[src/rtl/csit_luks.sv]
`default_nettype none
// ============================================================================
// Module      : csit_luks
// Description : Exposure/light-meter top. Encoder and button select ISO,
//               shutter and aperture indices; glyphs are fetched from an SPI
//               NOR flash (READ 0x03) and shown on uo_out. EXP_METER gates a
//               light-to-frequency input and displays the EV error glyph.
// Revision    : 1.0 - initial release
// ============================================================================
module csit_luks #(
  parameter int DEBOUNCE_CYCLES = 8,
  parameter int MEDIUM_CYCLES   = 256,
  parameter int GATE_CYCLES     = 1024,
  parameter int IDX_MAX         = 15
) (
  input  logic       clk,
  input  logic       rst_n,
  input  logic       ena,
  input  logic [7:0] ui_in,
  input  logic [7:0] uio_in,
  output logic [7:0] uo_out,
  output logic [7:0] uio_out,
  output logic [7:0] uio_oe
);

  localparam int DB_W = $clog2(DEBOUNCE_CYCLES + 1);
  localparam int PR_W = $clog2(MEDIUM_CYCLES + 1);
  localparam int GT_W = $clog2(GATE_CYCLES);
  localparam int PC_W = GT_W + 1;
  // Button input idles high (active low), so its synchronizer resets high.
  localparam logic [4:0] C_SYNC_RST = 5'b00100;
  // SPI frame timing in clocks from the start of a transfer: SCK rises on
  // even counts below C_SCK_END; MISO reaches the sync output two clocks
  // late, so data bits are read on counts C_SAMP0..C_SCK_END.
  localparam logic [6:0] C_SAMP0   = 7'd66;
  localparam logic [6:0] C_SCK_END = 7'd80;
  localparam logic [6:0] C_T_LAST  = 7'd82;

  typedef enum logic [1:0] {ISO_SEL = 2'd0, SS_SEL = 2'd1, F_SEL = 2'd2, EXP_METER = 2'd3} mode_e;
  typedef enum logic [1:0] {FS_IDLE = 2'd0, FS_XFER = 2'd1, FS_DONE = 2'd2} fetch_e;

  logic [4:0]      sync1_q, sync2_q;
  logic            a_prev_q, s_prev_q;
  logic            btn_db_q;
  logic [DB_W-1:0] db_cnt_q;
  logic [PR_W-1:0] press_q;
  mode_e           mode_q, mode_d;
  logic [3:0]      iso_q, ss_q, f_q, ev_q;
  logic            meas_act_q;
  logic [GT_W-1:0] gate_q;
  logic [PC_W-1:0] pcnt_q;
  fetch_e          fst_q, fst_d;
  logic            pend_q, csb_q, sck_q;
  logic [6:0]      t_q;
  logic [39:0]     sr_q;
  logic [7:0]      data_q, uo_q;

  logic a_rise, s_rise, enc_b, btn_s, miso_s, db_fall, short_p, medium_p;
  logic step_up, step_dn, idx_chg, meas_start, meas_abort, meas_done, trig, start;
  logic [3:0] cur_idx, new_idx, ev_now, glyph, fidx;
  logic signed [6:0] gsum;
  logic unused;

  assign unused   = &{1'b0, ena, uio_in, ui_in[7:5]};
  assign enc_b    = sync2_q[1];
  assign btn_s    = ~sync2_q[2];
  assign miso_s   = sync2_q[3];
  assign a_rise   = sync2_q[0] & ~a_prev_q;
  assign s_rise   = sync2_q[4] & ~s_prev_q;
  assign db_fall  = btn_db_q & ~btn_s & (db_cnt_q == DB_W'(DEBOUNCE_CYCLES - 1));
  assign short_p  = db_fall & (press_q != PR_W'(MEDIUM_CYCLES));
  assign medium_p = db_fall & (press_q == PR_W'(MEDIUM_CYCLES));

  // Two-flop synchronizers plus edge-detect history for encoder A and sensor.
  always_ff @(posedge clk or negedge rst_n) begin
    if (!rst_n) begin
      sync1_q  <= C_SYNC_RST;
      sync2_q  <= C_SYNC_RST;
      a_prev_q <= 1'b0;
      s_prev_q <= 1'b0;
    end else begin
      sync1_q  <= ui_in[4:0];
      sync2_q  <= sync1_q;
      a_prev_q <= sync2_q[0];
      s_prev_q <= sync2_q[4];
    end
  end

  // Debounce the button and time how long it is held (saturating).
  always_ff @(posedge clk or negedge rst_n) begin
    if (!rst_n) begin
      btn_db_q <= 1'b0;
      db_cnt_q <= '0;
      press_q  <= '0;
    end else begin
      if (btn_s != btn_db_q) begin
        if (db_cnt_q == DB_W'(DEBOUNCE_CYCLES - 1)) begin
          btn_db_q <= btn_s;
          db_cnt_q <= '0;
        end else begin
          db_cnt_q <= db_cnt_q + DB_W'(1);
        end
      end else begin
        db_cnt_q <= '0;
      end
      if (!btn_db_q)                             press_q <= '0;
      else if (press_q != PR_W'(MEDIUM_CYCLES))  press_q <= press_q + PR_W'(1);
    end
  end

  // Mode next-state: short press cycles selections, medium enters/leaves metering.
  always_comb begin
    mode_d = mode_q;
    if (short_p) begin
      case (mode_q)
        ISO_SEL: mode_d = SS_SEL;
        SS_SEL:  mode_d = F_SEL;
        F_SEL:   mode_d = ISO_SEL;
        default: mode_d = EXP_METER;
      endcase
    end else if (medium_p) begin
      mode_d = (mode_q == EXP_METER) ? ISO_SEL : EXP_METER;
    end
  end

  // Encoder step decode, EV extraction, glyph clamp and fetch trigger.
  always_comb begin
    case (mode_q)
      ISO_SEL: cur_idx = iso_q;
      SS_SEL:  cur_idx = ss_q;
      default: cur_idx = f_q;
    endcase
    step_up = a_rise & ~enc_b & (mode_q != EXP_METER) & (cur_idx != 4'(IDX_MAX));
    step_dn = a_rise &  enc_b & (mode_q != EXP_METER) & (cur_idx != 4'd0);
    idx_chg = step_up | step_dn;
    new_idx = step_up ? cur_idx + 4'd1 : cur_idx - 4'd1;
    ev_now  = 4'd0;
    for (int i = 0; i < PC_W; i++) begin
      if (pcnt_q[i]) ev_now = 4'(i);
    end
    gsum = $signed({3'b000, ev_q}) + 7'sd8 - $signed({3'b000, f_q})
         + $signed({4'b0000, ss_q[3:1]}) - $signed({4'b0000, iso_q[3:1]});
    if (gsum < 7'sd0)       glyph = 4'd0;
    else if (gsum > 7'sd15) glyph = 4'd15;
    else                    glyph = gsum[3:0];
    fidx       = (mode_q == EXP_METER) ? glyph : cur_idx;
    meas_start = (medium_p & (mode_q != EXP_METER)) | (short_p & (mode_q == EXP_METER));
    meas_abort = medium_p & (mode_q == EXP_METER);
    meas_done  = meas_act_q & (gate_q == GT_W'(GATE_CYCLES - 1)) & ~meas_start & ~meas_abort;
    trig       = idx_chg | (mode_d != mode_q) | meas_done;
  end

  // Mode register, setting indices and the light-measurement gate.
  always_ff @(posedge clk or negedge rst_n) begin
    if (!rst_n) begin
      mode_q     <= ISO_SEL;
      iso_q      <= 4'd0;
      ss_q       <= 4'd0;
      f_q        <= 4'd0;
      ev_q       <= 4'd0;
      meas_act_q <= 1'b0;
      gate_q     <= '0;
      pcnt_q     <= '0;
    end else begin
      mode_q <= mode_d;
      if (idx_chg) begin
        case (mode_q)
          ISO_SEL: iso_q <= new_idx;
          SS_SEL:  ss_q  <= new_idx;
          default: f_q   <= new_idx;
        endcase
      end
      if (meas_start) begin
        meas_act_q <= 1'b1;
        gate_q     <= '0;
        pcnt_q     <= '0;
      end else if (meas_abort) begin
        meas_act_q <= 1'b0;
      end else if (meas_act_q) begin
        gate_q <= gate_q + GT_W'(1);
        if (s_rise) pcnt_q <= pcnt_q + PC_W'(1);
        if (meas_done) begin
          meas_act_q <= 1'b0;
          ev_q       <= ev_now;
        end
      end
    end
  end

  // Fetch sequencer next-state: idle until a trigger is pending, then one frame.
  always_comb begin
    fst_d = fst_q;
    start = 1'b0;
    case (fst_q)
      FS_IDLE: if (pend_q) begin
        start = 1'b1;
        fst_d = FS_XFER;
      end
      FS_XFER: if (t_q == C_T_LAST) fst_d = FS_DONE;
      FS_DONE: fst_d = FS_IDLE;
      default: fst_d = FS_IDLE;
    endcase
  end

  // SPI datapath: latch address at start, shift MOSI on SCK fall, collect MISO.
  always_ff @(posedge clk or negedge rst_n) begin
    if (!rst_n) begin
      fst_q  <= FS_IDLE;
      pend_q <= 1'b1;
      csb_q  <= 1'b1;
      sck_q  <= 1'b0;
      t_q    <= 7'd0;
      sr_q   <= '0;
      data_q <= 8'd0;
      uo_q   <= 8'd0;
    end else begin
      fst_q  <= fst_d;
      pend_q <= (pend_q & ~start) | trig;
      case (fst_q)
        FS_IDLE: if (start) begin
          sr_q  <= {8'h03, 16'h0000, 2'b00, mode_q, fidx, 8'h00};
          csb_q <= 1'b0;
          t_q   <= 7'd0;
        end
        FS_XFER: begin
          t_q   <= t_q + 7'd1;
          sck_q <= ~t_q[0] & (t_q < C_SCK_END);
          if (t_q[0] && (t_q < C_SCK_END)) sr_q <= {sr_q[38:0], 1'b0};
          if (!t_q[0] && (t_q >= C_SAMP0) && (t_q <= C_SCK_END))
            data_q <= {data_q[6:0], miso_s};
          if (t_q == C_T_LAST) csb_q <= 1'b1;
        end
        FS_DONE: uo_q <= data_q;
        default: ;
      endcase
    end
  end

  assign uo_out  = uo_q;
  assign uio_out = {sr_q[39], 1'b0, csb_q, sck_q, 2'b00, mode_q};
  assign uio_oe  = 8'b1011_0011;

endmodule
`default_nettype wire

[config.mk]
export PLATFORM = sky130hd
export DESIGN_NAME = csit_luks
export DESIGN_NICKNAME = d
export VERILOG_FILES = /design/src/rtl/csit_luks.sv
export SDC_FILE = /design/constraint.sdc
export NUM_CORES = 1
export LEC_CHECK = 0
export BUFFER_PORTS_ARGS = -buffer_cell sky130_fd_sc_hd__buf_4
export CORE_AREA = 3 3 138 167
export DETAILED_ROUTE_END_ITERATION = 16
export DIE_AREA = 0 0 141 170
export GPL_ROUTABILITY_DRIVEN = 0
export PLACE_DENSITY_LB_ADDON = 0.05
export SYNTH_ARGS = -nofsm -noshare
export SYNTH_HDL_FRONTEND = slang
export SYNTH_SLANG_ARGS = --single-unit
[constraint.sdc]
create_clock -name clk -period 4.7 [get_ports clk]
set_input_delay 0.94 -clock clk [delete_from_list [all_inputs] [get_ports clk]]
set_output_delay 0.94 -clock clk [all_outputs]
set_load 0.005 [all_outputs]
; ---- Word-level counts from Yosys, hierarchy flattened
; Index checks and enable logic that the tools add are counted.
[totals]
register_bits = 134
in_bits = 19
out_inout_bits = 24
word_cells = 163
[classes]
n_addsub = 11
magnitude_cmp = 5
n_eq_ne = 20
mux = 47
bitwise = 34
n_reduce_logical = 23
[ops]
columns = op, n
row1 = $mux W40, 2
row2 = $pmux W40 S2, 1
row3 = $mux W4, 15
row4 = $mux W11, 4
row5 = $mux W10, 3
row6 = $and A1 B1 Y1, 20
row7 = $mux W9, 2
row8 = $reduce_and A2 Y1, 8
row9 = $pmux W7 S2, 1
row10 = $ne A2 B2 Y1 const B, 6
row11 = $add A11 B1 Y11 const B, 1
row12 = $add A10 B1 Y10 const B, 1
row13 = $eq A10 B10 Y1 const B, 1
row14 = $mux W2, 5
row15 = $add A9 B1 Y9 const B, 1
row16 = $eq A9 B9 Y1 const B, 1
row17 = $mux W1, 9
row18 = $ne A9 B9 Y1 const B, 1
row19 = $not A1 Y1, 9
row20 = $reduce_and A3 Y1, 3
row21 = $add A4 B1 Y4 const B, 2
row22 = $pmux W4 S2, 1
row23 = $add A6 B4 Y7, 1
row24 = $add A7 B1 Y7 const B, 1
row25 = 29 further kinds, 41

; ---- Longest topological paths before layout
[logic_depth]
word_depth = 12
mapped_depth = 15
depth_no_buf = 15

; ---- Least setup slack after synthesis
; OpenSTA, ideal clock, no wires.
[synth_timing]
path_type = register -> register
from = register f_q[1]
to = register sr_q[10]
setup_ns = 0.134
t_arrival_ns = 3.108
required_ns = 4.566
path_slack_ns = 1.458
path_stages_with_launch = 15
path_buffers = 0
period_less_slack_ns = 3.242
cell_sequence = dfrtp_1 -> inv_1 -> ha_1 -> ha_1 -> inv_1 -> fa_1 -> fa_1 -> inv_1 -> ha_1 -> o21ai_0 -> o21bai_1 -> a21oi_1 -> xor2_1 -> o311ai_0 -> a31oi_1
[synth_via]
elab_chain_cells = 9
word_cells_on_any_way = 10
cone_classes = 3 x add/sub / 2 x order compare / 5 x mux
[synth_lines]
columns = element, line
row1 = "start, declared", 48  ; logic [3:0] iso_q, ss_q, f_q, ev_q;
row2 = "start signal, assigned", 170  ; default: f_q <= new_idx;
row3 = $sub A5 B4 Y6 (*), 141  ; gsum = $signed({3'b000, ev_q}) + 7'sd8 - $signed({3'b000, f_q})
row4 = $add A6 B4 Y7 (*), 142  ; + $signed({4'b0000, ss_q[3:1]}) - $signed({4'b0000, iso_q[3:1]});
row5 = $sub A7 B4 Y7 (*), 142
row6 = $gt A7 B5 Y1, 144  ; else if (gsum > 7'sd15) glyph = 4'd15;
row7 = $mux W4, 144
row8 = $mux W4 (*), 143  ; if (gsum < 7'sd0) glyph = 4'd0;
row9 = $mux W4 (*), 146  ; fidx = (mode_q == EXP_METER) ? glyph : cur_idx;
row10 = $mux W40 (*), 220  ; FS_IDLE: if (start) begin
row11 = $pmux W40 S2 (*), 219  ; case (fst_q)
row12 = "end signal, assigned", 221  ; sr_q <= {8'h03, 16'h0000, 2'b00, mode_q, fidx, 8'h00};
row13 = "end signal, assigned", 228  ; if (t_q[0] && (t_q < C_SCK_END)) sr_q <= {sr_q[38:0], 1'b0};
row14 = "end, declared", 55  ; logic [39:0] sr_q;
; Every way passes the cells marked *; elsewhere a longest branch is shown, timed or not. The select of a mux whose other input is x is not followed.
; A chain may end at the register's enable or synchronous reset.

; ---- Final worst setup path
; Same ends and word-level chain as after synthesis.

==> impl_metrics.json <==
{
  "status": "finished, final reports clean",
  "rsz0062_at_grt": "false",
  "start_kind": "flip-flop",
  "die-height_um": 170,
  "drc": 0,
  "layout_setup_ws_ns": 1.006,
  "cp_top_family": "adder cells",
  "pwr_density_cell_nw_per_um2": 518.1,
  "synth_edf_count": 0,
  "crit_type": "flip-flop to flip-flop",
  "synth_cell_type_count": 63,
  "initial_core_util_pct": 29.68,
  "syn_area_um2": 6419,
  "ys_top_cells_by_area": "dfrtp_1 48%, nand2_1 5.1%, ha_1 5.1%, nand3_1 3.8%, xnor2_1 3.1%",
  "rows": 59,
  "synthArstFlopShare_pct": 100.0,
  "ir_worst_vdd_uv": 285.8,
  "critPathMaxStageDelay_ns": 0.50,
  "die-area_um2": 23970,
  "fp.coreArea_um2": 21630,
  "routed_wl_um": 13230,
  "min_path_type": "flip-flop to flip-flop",
  "comb_power_share_pct": 26.9,
  "slew_violations": 0,
  "path_max_fanout": 4,
  "crit_path_cell_trace": "inv_1 > ha_1 > ha_1 > inv_1 > fa_1 > fa_1 > inv_1 > ha_1 > nand2b_1 > o2bb2ai_1 > xnor2_1 > xnor2_1 > o311ai_0 > a31oi_1",
  "insertion_delay_ns": 0.42,
  "slew_headroom_pct": 39.49,
  "clock-skew-final_ns": 0.008454,
  "p_int_mw": 2.540,
  "p_seq_share_pct": 38.0,
  "synth_top_area_share_pct": 47.56,
  "drive_above_1_share_pct": 14.24,
  "setup_violations": 0,
  "ys_seq_area_share_pct": 49.20,
  "grt_pass1_wl_um": 22890,
  "finalHoldViolCount": 0,
  "postSynthAreaPerCell_um2": 10.06,
  "drt-pass1-iter-count": 5,
  "power_switching_mw": 1.290,
  "synth_common_cells": "122 x dfrtp_1, 88 x nand2_1, 49 x nand3_1, 47 x nor2_1, 35 x inv_1",
  "timing.hold.ws_ns": 0.3440,
  "cp_num_buf_inv": 3,
  "fmax_mhz": 270.7,
  "area_growth_pct": 15.17,
  "n_fill_cell": 2210,
  "cts_resized": 0,
  "synthFlopType": "dfrtp_1",
  "fin_crit_ns": 3.694,
  "yosys_warnings": 0,
  "cts_inserted_buffers": 17,
  "period_share_pct": 78.60,
  "port_buffers": 19,
  "cts_buffer_depth": 2,
  "cts_root_buffer": "clkbuf_16",
  "final_nets": 704,
  "htreeDepth": 4,
  "clkPwrFrac_pct": 35.2,
  "crit_path_top_delay_cell": "o311ai_0",
  "die_x_um": 141,
  "grt_pass1_vias": 4529,
  "viasPerCell": 4.689,
  "pre_cts_slack_ns": 0.9750,
  "vias": 4412,
  "cts_hold_buf": 0,
  "cellLeakagePower_nw": 3.495,
  "syn_inst": 638,
  "maxCapViolCount": 0,
  "p_total_mw": 3.830,
  "ys_seq_elements": 126,
  "dp_hpwl_um": 9054,
  "path_clk_slew_ns": 0.06,
  "worst_ep_arrival_time_ns": 3.97,
  "antenna_found_initial": 0,
  "final_antenna_net_count": 0,
  "required_ns": 4.98,
  "cts_num_sinks": 126,
  "grt_usage_pct": 11.93,
  "io_pins": 43,
  "fin_setup_tns_ns": 0,
  "overflow": 0,
  "tightestPinTransition_ns": 0.9077,
  "drt_iter0_markers": 200,
  "tritoncts": "built",
  "cts_setup_buffers": 0,
  "synth_area_leader_cell": "dfrtp_1",
  "wl_per_cell_um": 14.06,
  "antenna_cells": 0,
  "swShare_pct": 33.67,
  "synthMostInstantiatedCell": "dfrtp_1",
  "endpoint_kind": "flip-flop",
  "grt_max_degree": 53
}
==> placed cells by master, fill, tap and decap left out, types with 3 or more instances in the layout <==
| cell type | netlist | layout |
|---|---|---|
| dfstp_2 | 4 | 4 |
| clkbuf_16 | 0 | 17 |
| fa_1 | 5 | 5 |
| and3_1 | 5 | 5 |
| dfrtp_1 | 122 | 122 |
| a31oi_1 | 6 | 6 |
| a22o_1 | 7 | 7 |
| o21ai_0 | 20 | 20 |
| buf_4 | 15 | 24 |
| a21o_1 | 3 | 3 |
| nand2b_1 | 5 | 5 |
| ha_1 | 26 | 26 |
| o311ai_0 | 4 | 4 |
| clkinv_2 | 0 | 4 |
| nor3_1 | 18 | 18 |
| xor2_1 | 18 | 18 |
| a21oi_1 | 14 | 14 |
| xnor2_1 | 23 | 23 |
| nor4_1 | 7 | 7 |
| a211oi_1 | 4 | 4 |
| nor2_1 | 47 | 47 |
| o31ai_1 | 6 | 6 |
| clkinv_4 | 0 | 5 |
| conb_1 | 2 | 11 |
| mux2_1 | 9 | 9 |
| nor2b_1 | 5 | 4 |
| nand3_1 | 49 | 49 |
| mux2_2 | 16 | 16 |
| bufinv_16 | 0 | 3 |
| o21ba_2 | 3 | 3 |
| and2_1 | 11 | 11 |
| inv_1 | 35 | 35 |
| nand2_1 | 88 | 88 |
| nand4_1 | 6 | 6 |
==> through the flow <==
step | instances | utilization (%) | cell area (um^2)
after floorplan | 647 | - | 6452
after detailed placement | 909 | 31.36 | 6784
after global routing | 941 | 34.18 | 7392
final | 941 | 34.18 | 7392
after CTS | 941 | 34.18 | 7392
after global placement | 909 | 31.36 | 6784
==> worst register-to-register path, delay by kind of cell, from the launching register on <==
| family | cells | cell delay [ns] |
|---|---|---|
| fa+ha+maj | 5 | 1.76 |
| compound gates | 3 | 0.85 |
| flops | 1 | 0.36 |
| xor+xnor | 2 | 0.34 |
| buf+inv | 3 | 0.19 |
| simple gates | 1 | 0.09 |
==> sequential cells by signal, summed over array words and instances, names as in the netlist, 2 cells and up <==
register / flops
pcnt_q: 11
f_q: 4
mode_q: 2
iso_q: 4
sync2_q: 5
ev_q: 4
press_q: 9
ss_q: 4
uo_out: 8
gate_q: 10
t_q: 7
db_cnt_q: 4
sr_q: 32
fst_q: 2
data_q: 8
sync1_q: 5
==> area by class of cell <==
type	instances	area, um^2	area share (%)
sequential	126	3158	42.72
multi-input combinational	450	2972	40.20
clock buffer	18	439.2	5.941
tap	274	342.8	4.638
timing repair buffer	24	180.2	2.437
clock inverter	14	168.9	2.285
inverter	35	131.4	1.777
==> path summary, 6_finish.rpt <==
check                            from         end  slack, ns  depth (start not counted)
min reg2reg                sync1_q[0]  sync2_q[0]       0.34                          0
max in group asynchronous       rst_n       csb_q       3.15                          2
min in group asynchronous       rst_n    sr_q[38]       0.56                          1
max                            f_q[1]    sr_q[10]       1.01                         14
min                        sync1_q[0]  sync2_q[0]       0.34                          0
max reg2reg                    f_q[1]    sr_q[10]       1.01                         14
==> power groups by stage <==
| stage | combinational (mW) | sequential, mW | clock [mW] |
|---|---|---|---|
| finish | 1.03 | 1.45 | 1.35 |
| global placement | 1.03 | 1.47 | 0 |
| CTS | 1.05 | 1.46 | 1.40 |
| floorplan | 0.822 | 1.43 | 0 |
| detailed placement | 1.05 | 1.47 | 0 |
| global route | 1.21 | 1.49 | 1.44 |
==> metal layers <==
metal | share of wire [%] | routed length (um) | GRT usage, % | vias up
met3 | 2.8 | 370 | 3.064 | 17
met4 | 1.5 | 197 | 4.425 | 0
li1 | - | - | - | 2191
met1 | 47 | 6180 | 15.20 | 2149
met5 | 0 | 0 | 0 | -
met2 | 49 | 6481 | 19.58 | 55
==> cells by family after synthesis <==
logic type / synth area share (%)
fa+ha+maj: 6.784
compound gates: 8.460
buf+inv: 5.068
simple gates: 19.61
mux: 5.166
other cells: 0.1170
flops: 49.20
xor+xnor: 5.594
Note: power is estimated with default switching activity, not from simulation.
